### src/rtl/max1820_sync_seq.sv
// MAX1820 sync sequencer: picks N in 2..8 so dspclk/N lands in 15..21 MHz (or USB), then disable/hold-off/apply/settle.
// Apply edge is 2+S+HOLDOFF edges after the strobe. `define MAX1820_SYNC_USB_FALLBACK_EN makes no-fit run on USB instead of faulting.
module max1820_sync_seq #(
    parameter int HOLDOFF = 64,
    parameter int SETTLE  = 256
) (
    input  logic       dspclk,
    input  logic       rst,
    input  logic [7:0] cfg_freq,
    input  logic       force_usb,
    input  logic       cfg_strobe,
    input  logic       cfg_enable,
    output logic       sync_enable,
    output logic [2:0] div_ctl,
    output logic       mux_ctl,
    output logic       busy,
    output logic       no_fit
);
    typedef enum logic [2:0] {
        S_IDLE, S_DISABLE, S_SEARCH, S_HOLDOFF, S_APPLY, S_SETTLE, S_RUN, S_FAULT
    } state_t;

    localparam logic [15:0] HOLDOFF_LAST = 16'(HOLDOFF - 1);
    localparam logic [15:0] SETTLE_LAST  = 16'(SETTLE - 1);

    state_t      r_state;
    logic [7:0]  r_freq;
    logic        r_usb;
    logic [3:0]  r_n;
    logic [7:0]  r_lo;
    logic [7:0]  r_hi;
    logic        r_fit;
    logic [15:0] r_cnt;

    logic w_in_range;
    logic w_to_fault;

    assign w_in_range = (r_freq >= r_lo) && (r_freq <= r_hi);
`ifdef MAX1820_SYNC_USB_FALLBACK_EN
    assign w_to_fault = 1'b0;
`else
    assign w_to_fault = no_fit;
`endif

    always_ff @(posedge dspclk or posedge rst) begin
        if (rst) begin
            r_state     <= S_IDLE;
            r_freq      <= 8'd0;
            r_usb       <= 1'b0;
            r_n         <= 4'd0;
            r_lo        <= 8'd0;
            r_hi        <= 8'd0;
            r_fit       <= 1'b0;
            r_cnt       <= 16'd0;
            sync_enable <= 1'b0;
            div_ctl     <= 3'd0;
            mux_ctl     <= 1'b0;
            busy        <= 1'b0;
            no_fit      <= 1'b0;
        end else if (cfg_strobe) begin
            // A strobe aborts whatever is in flight, including a SETTLE terminal count.
            r_freq      <= cfg_freq;
            r_usb       <= force_usb;
            r_cnt       <= 16'd0;
            sync_enable <= 1'b0;
            busy        <= 1'b1;
            r_state     <= S_DISABLE;
        end else begin
            case (r_state)
                S_DISABLE: begin
                    r_n     <= 4'd2;
                    r_lo    <= 8'd30;
                    r_hi    <= 8'd42;
                    r_state <= S_SEARCH;
                end
                S_SEARCH: begin
                    if (r_usb) begin
                        r_fit   <= 1'b0;
                        no_fit  <= 1'b0;
                        r_cnt   <= 16'd0;
                        r_state <= S_HOLDOFF;
                    end else if (w_in_range) begin
                        r_fit   <= 1'b1;
                        no_fit  <= 1'b0;
                        r_cnt   <= 16'd0;
                        r_state <= S_HOLDOFF;
                    end else if (r_n == 4'd8) begin
                        r_fit   <= 1'b0;
                        no_fit  <= 1'b1;
                        r_cnt   <= 16'd0;
                        r_state <= S_HOLDOFF;
                    end else begin
                        // Running sums replace 15*N and 21*N.
                        r_n  <= r_n + 4'd1;
                        r_lo <= r_lo + 8'd15;
                        r_hi <= r_hi + 8'd21;
                    end
                end
                S_HOLDOFF: begin
                    if (r_cnt == HOLDOFF_LAST) begin
                        r_cnt   <= 16'd0;
                        r_state <= S_APPLY;
                    end else begin
                        r_cnt <= r_cnt + 16'd1;
                    end
                end
                S_APPLY: begin
                    if (r_fit) begin
                        div_ctl <= 3'(r_n - 4'd1);
                        mux_ctl <= 1'b1;
                    end else begin
                        mux_ctl <= 1'b0;
                    end
                    r_cnt   <= 16'd0;
                    r_state <= S_SETTLE;
                end
                S_SETTLE: begin
                    if (r_cnt == SETTLE_LAST) begin
                        r_cnt   <= 16'd0;
                        busy    <= 1'b0;
                        r_state <= w_to_fault ? S_FAULT : S_RUN;
                    end else begin
                        r_cnt <= r_cnt + 16'd1;
                    end
                end
                S_RUN:   sync_enable <= cfg_enable;
                S_FAULT: sync_enable <= 1'b0;
                S_IDLE:  sync_enable <= 1'b0;
                default: r_state <= S_IDLE;
            endcase
        end
    end
endmodule

### config.mk
export PLATFORM = sky130hd
export DESIGN_NAME = max1820_sync_seq
export DESIGN_NICKNAME = d
export VERILOG_FILES = /design/src/rtl/max1820_sync_seq.sv
export SDC_FILE = /design/constraint.sdc
export NUM_CORES = 1
export LEC_CHECK = 0
export CAP_MARGIN = 20
export CORE_ASPECT_RATIO = 0.8
export CORE_UTILIZATION = 55
export CTS_CLUSTER_DIAMETER = 50
export DETAILED_ROUTE_END_ITERATION = 6
export GPL_ROUTABILITY_DRIVEN = 0
export PLACE_DENSITY_LB_ADDON = 0.05
export SYNTH_ARGS = -nofsm -noshare
export SYNTH_HDL_FRONTEND = slang
export SYNTH_SLANG_ARGS = --single-unit
### constraint.sdc
create_clock -name dspclk -period 2.9 [get_ports dspclk]
set_clock_uncertainty 0.15 [all_clocks]
set_input_delay 0.29 -clock dspclk [delete_from_list [all_inputs] [get_ports dspclk]]
set_output_delay 0.29 -clock dspclk [all_outputs]
set_load 0.05 [all_outputs]
==> results.md <==
* Status: finished clean
* Commonest non-fill, non-tap cell in the layout: dfrtp_1
* Die H at 71.8 um
* I/O Buffers at 19
* Layout fillers at 527
* Final period utilization at 93.6%
* Largest net degree at the start of global routing at 30
* Crit. End Element: register
* Number of flops mapped to enable cells by yosys at 0
* Warnings from Yosys at 0
* Leak at 1.66 nW
* Clock power frac at 18.0%
* Synthesized cell area at 3350 um^2
* Core ar. at 5880 um^2
* Most frequent cells in the layout: 56 x dfrtp_1, 33 x nand2_1, 22 x nor2_1, 21 x ha_1
* Fraction of layout cells with a size suffix above 1 at 10.9%
* HPWL Detailed at 5490 um
* Distinct cells, synth at 59
* Reg area at 1400 um^2
* Setup CP Type: register to register
* Setup TNS at 0 ns
* H-tree Lvls at 2
* Critical Path Source: r_lo[2]
* Initial core utilization at 57.0%
* Max Cap Viol at 0
* Seq pwr share at 44.4%
* Clk pin slew, worst setup/hold paths at 0.10 ns
* Grt total ovfl at 0
* Initial DRC count at 188
* Total CTS buffers at 5
* Comb pwr share at 37.6%
* Internal power at 1.36 mW
* Ranking of synthesized cells by area: dfrtp_1 42%, ha_1 7.8%, nand2_1 3.7%
* Nets@finish at 392
* Setup ws final at 0.186 ns
* Hold crit path type: primary input to asynchronous set/reset pin
* ANT nets after route at 0
* Design Area, Final at 3710 um^2
* Initial antenna violation count at 0
* Tot Pwr at 2.29 mW
* Arr. time, crit path at 2.76 ns
* Final WL at 7450 um
* Headroom to the max-slew limit at 38.0%
* Element type at the critical path start: register
* Seq cells post-synth at 56
* RSZ-0062 raised after global routing: false
* Number of inserted diodes at 0
* Die area at 6420 um^2
* IO Pins at 20
* Sw frac at 40.7%
* Die width at 89.3 um
* Drt drc at 0
* Total Routing Usage GR at 25.2%
* TritonRoute pass-1 iters at 5
* Vias at 2,699
* Worst VDD drop at 337 uV
* Pre-CTS setup slack at 0.121 ns
* Post-synth top flop: dfrtp_1
* Req. time, crit path at 2.95 ns
* Site Rows at 25
* Synth Instances at 339
* Avg Vias per Cell at 6.15
* Final hold vios at 0
* Vias in the first global route at 2,436
* Syn_area_per_cell at 9.89 um^2
* Min cycle time layout at 2.71 ns
* Net switching power at 0.934 mW
* Reg2Reg Setup Slack at 0.19 ns
* Ys async rst share at 100%
* DP Area at 3620 um^2
* CTS max path bufs at 2
* Slew Limit Fails at 0
* Mapped Nets at 373
* Top-area cell type share of the netlist area at 41.8%
* Area grow syn2layout at 10.7%
* Clock sinks at 56
* Reg-to-Reg Start: r_lo[2]
* Fmax at 368 MHz
* Area of the multi-input gates at 1810 um^2
* Final setup vio count at 0
* Cell taking the most area after synthesis: dfrtp_1
* Root Driver: clkbuf_8
* Post-DR wirelength/cell at 17.0 um
* Sequential share of the synthesized area at 41.8%
* Slew @ Worst Pin at 0.930 ns
* CTS tree: yes
* Clk_lat worst skew at 0.30 ns
* Pwr/cell area at 618 nW/um^2
* First-pass GRT wire length at 12,400 um
* CP max FO at 16
==> through the flow <==
step                utilization [%]  hold slack [ns]  instances
CTS                            63.0            0.259        439
floorplan                         -            0.261        339
finish                         63.1            0.229        439
global route                   63.1            0.275        439
detailed placement             61.6            0.324        432
global placement               61.6            0.322        432
==> metal layers <==
metal  GRT usage [%]  wire, um  share of wire (%)  vias up
met5               0         0                  0        -
met4            4.23        45               0.60        0
met3            4.26       479                6.4        5
met2            33.2      2960                 40       97
met1            42.7      3960                 53     1299
li1                -         -                  -     1298
==> worst max-delay path: stages (launching register included) <==
cell and delay (ns):
dfrtp_1 0.41, inv_1 0.09, ha_1 0.29, nand2_1 0.05, o21ai_0 0.26, a21oi_2 0.15
o31ai_4 0.53, o22ai_4 0.26, a221o_1 0.40
==> synth_stat cells (7+ instances only) <==
cell	number
dfrtp_1	56
nand2_1	33
nor2_1	22
ha_1	21
inv_1	20
o211ai_1	13
nand3_1	12
and3_1	11
mux2_2	9
o21ai_0	9
a21oi_1	8
a221o_1	8
buf_2	8
nand4_1	7
nor2b_1	7
==> registers in the layout, summed over array words and instances, names as in the netlist, 3 cells and up <==
| register | count |
|---|---|
| r_state | 3 |
| div_ctl | 3 |
| r_lo | 8 |
| r_hi | 8 |
| r_n | 4 |
| r_freq | 8 |
| r_cnt | 16 |
==> final cells by class <==
cell class / instances / area share (%)
Timing Repair Buffer: 25 / 6.67
Multi-Input combinational cell: 250 / 48.7
Sequential cell: 56 / 37.7
Clock buffer: 6 / 1.95
Inverter: 20 / 2.02
Tap cell: 81 / 2.73
Clock inverter: 1 / 0.135
==> repair_timing <==
item	4_1_cts	5_1_grt
setup endpoints to repair	0	8
buffers inserted	0	0
endpoints found under the hold margin	0	0
resized for setup	0	2
hold buffers	0	0
==> power by group through the flow <==
| stage | Clock [mW] | Combinational (mW) | Sequential (mW) |
|---|---|---|---|
| 3_5_place_dp | 0 | 0.845 | 1.03 |
| 3_3_place_gp | 0 | 0.838 | 1.03 |
| 5_1_grt | 0.457 | 0.945 | 1.04 |
| 4_1_cts | 0.425 | 0.849 | 1.01 |
| 2_1_floorplan | 0 | 0.666 | 1.00 |
| 6_report | 0.412 | 0.863 | 1.02 |
==> worst paths after layout <==
path / to / cells after the start
setup / recovery: r_cnt[8] / 8
hold / removal: mux_ctl / 2
setup reg to reg: r_cnt[8] / 8
hold reg to reg: mux_ctl / 2
max in group asynchronous: r_hi[5] / 3
min in group dspclk: mux_ctl / 2
==> cell families (layout without fill, tap and decap cells) <==
logic type               after synthesis  after routing  share of synthesized area, %
multiplexers                          12             12                          3.92
AO/OA/AOI/OAI                         84             84                          20.4
AND/OR/NAND/NOR                      126            126                          19.7
adder cells (fa/ha/maj)               21             21                          7.84
buffers and inverters                 33             52                          4.55
XOR/XNOR                               7              7                          1.83
flip-flops                            56             56                          41.8
(Power assumes the default switching activity.)
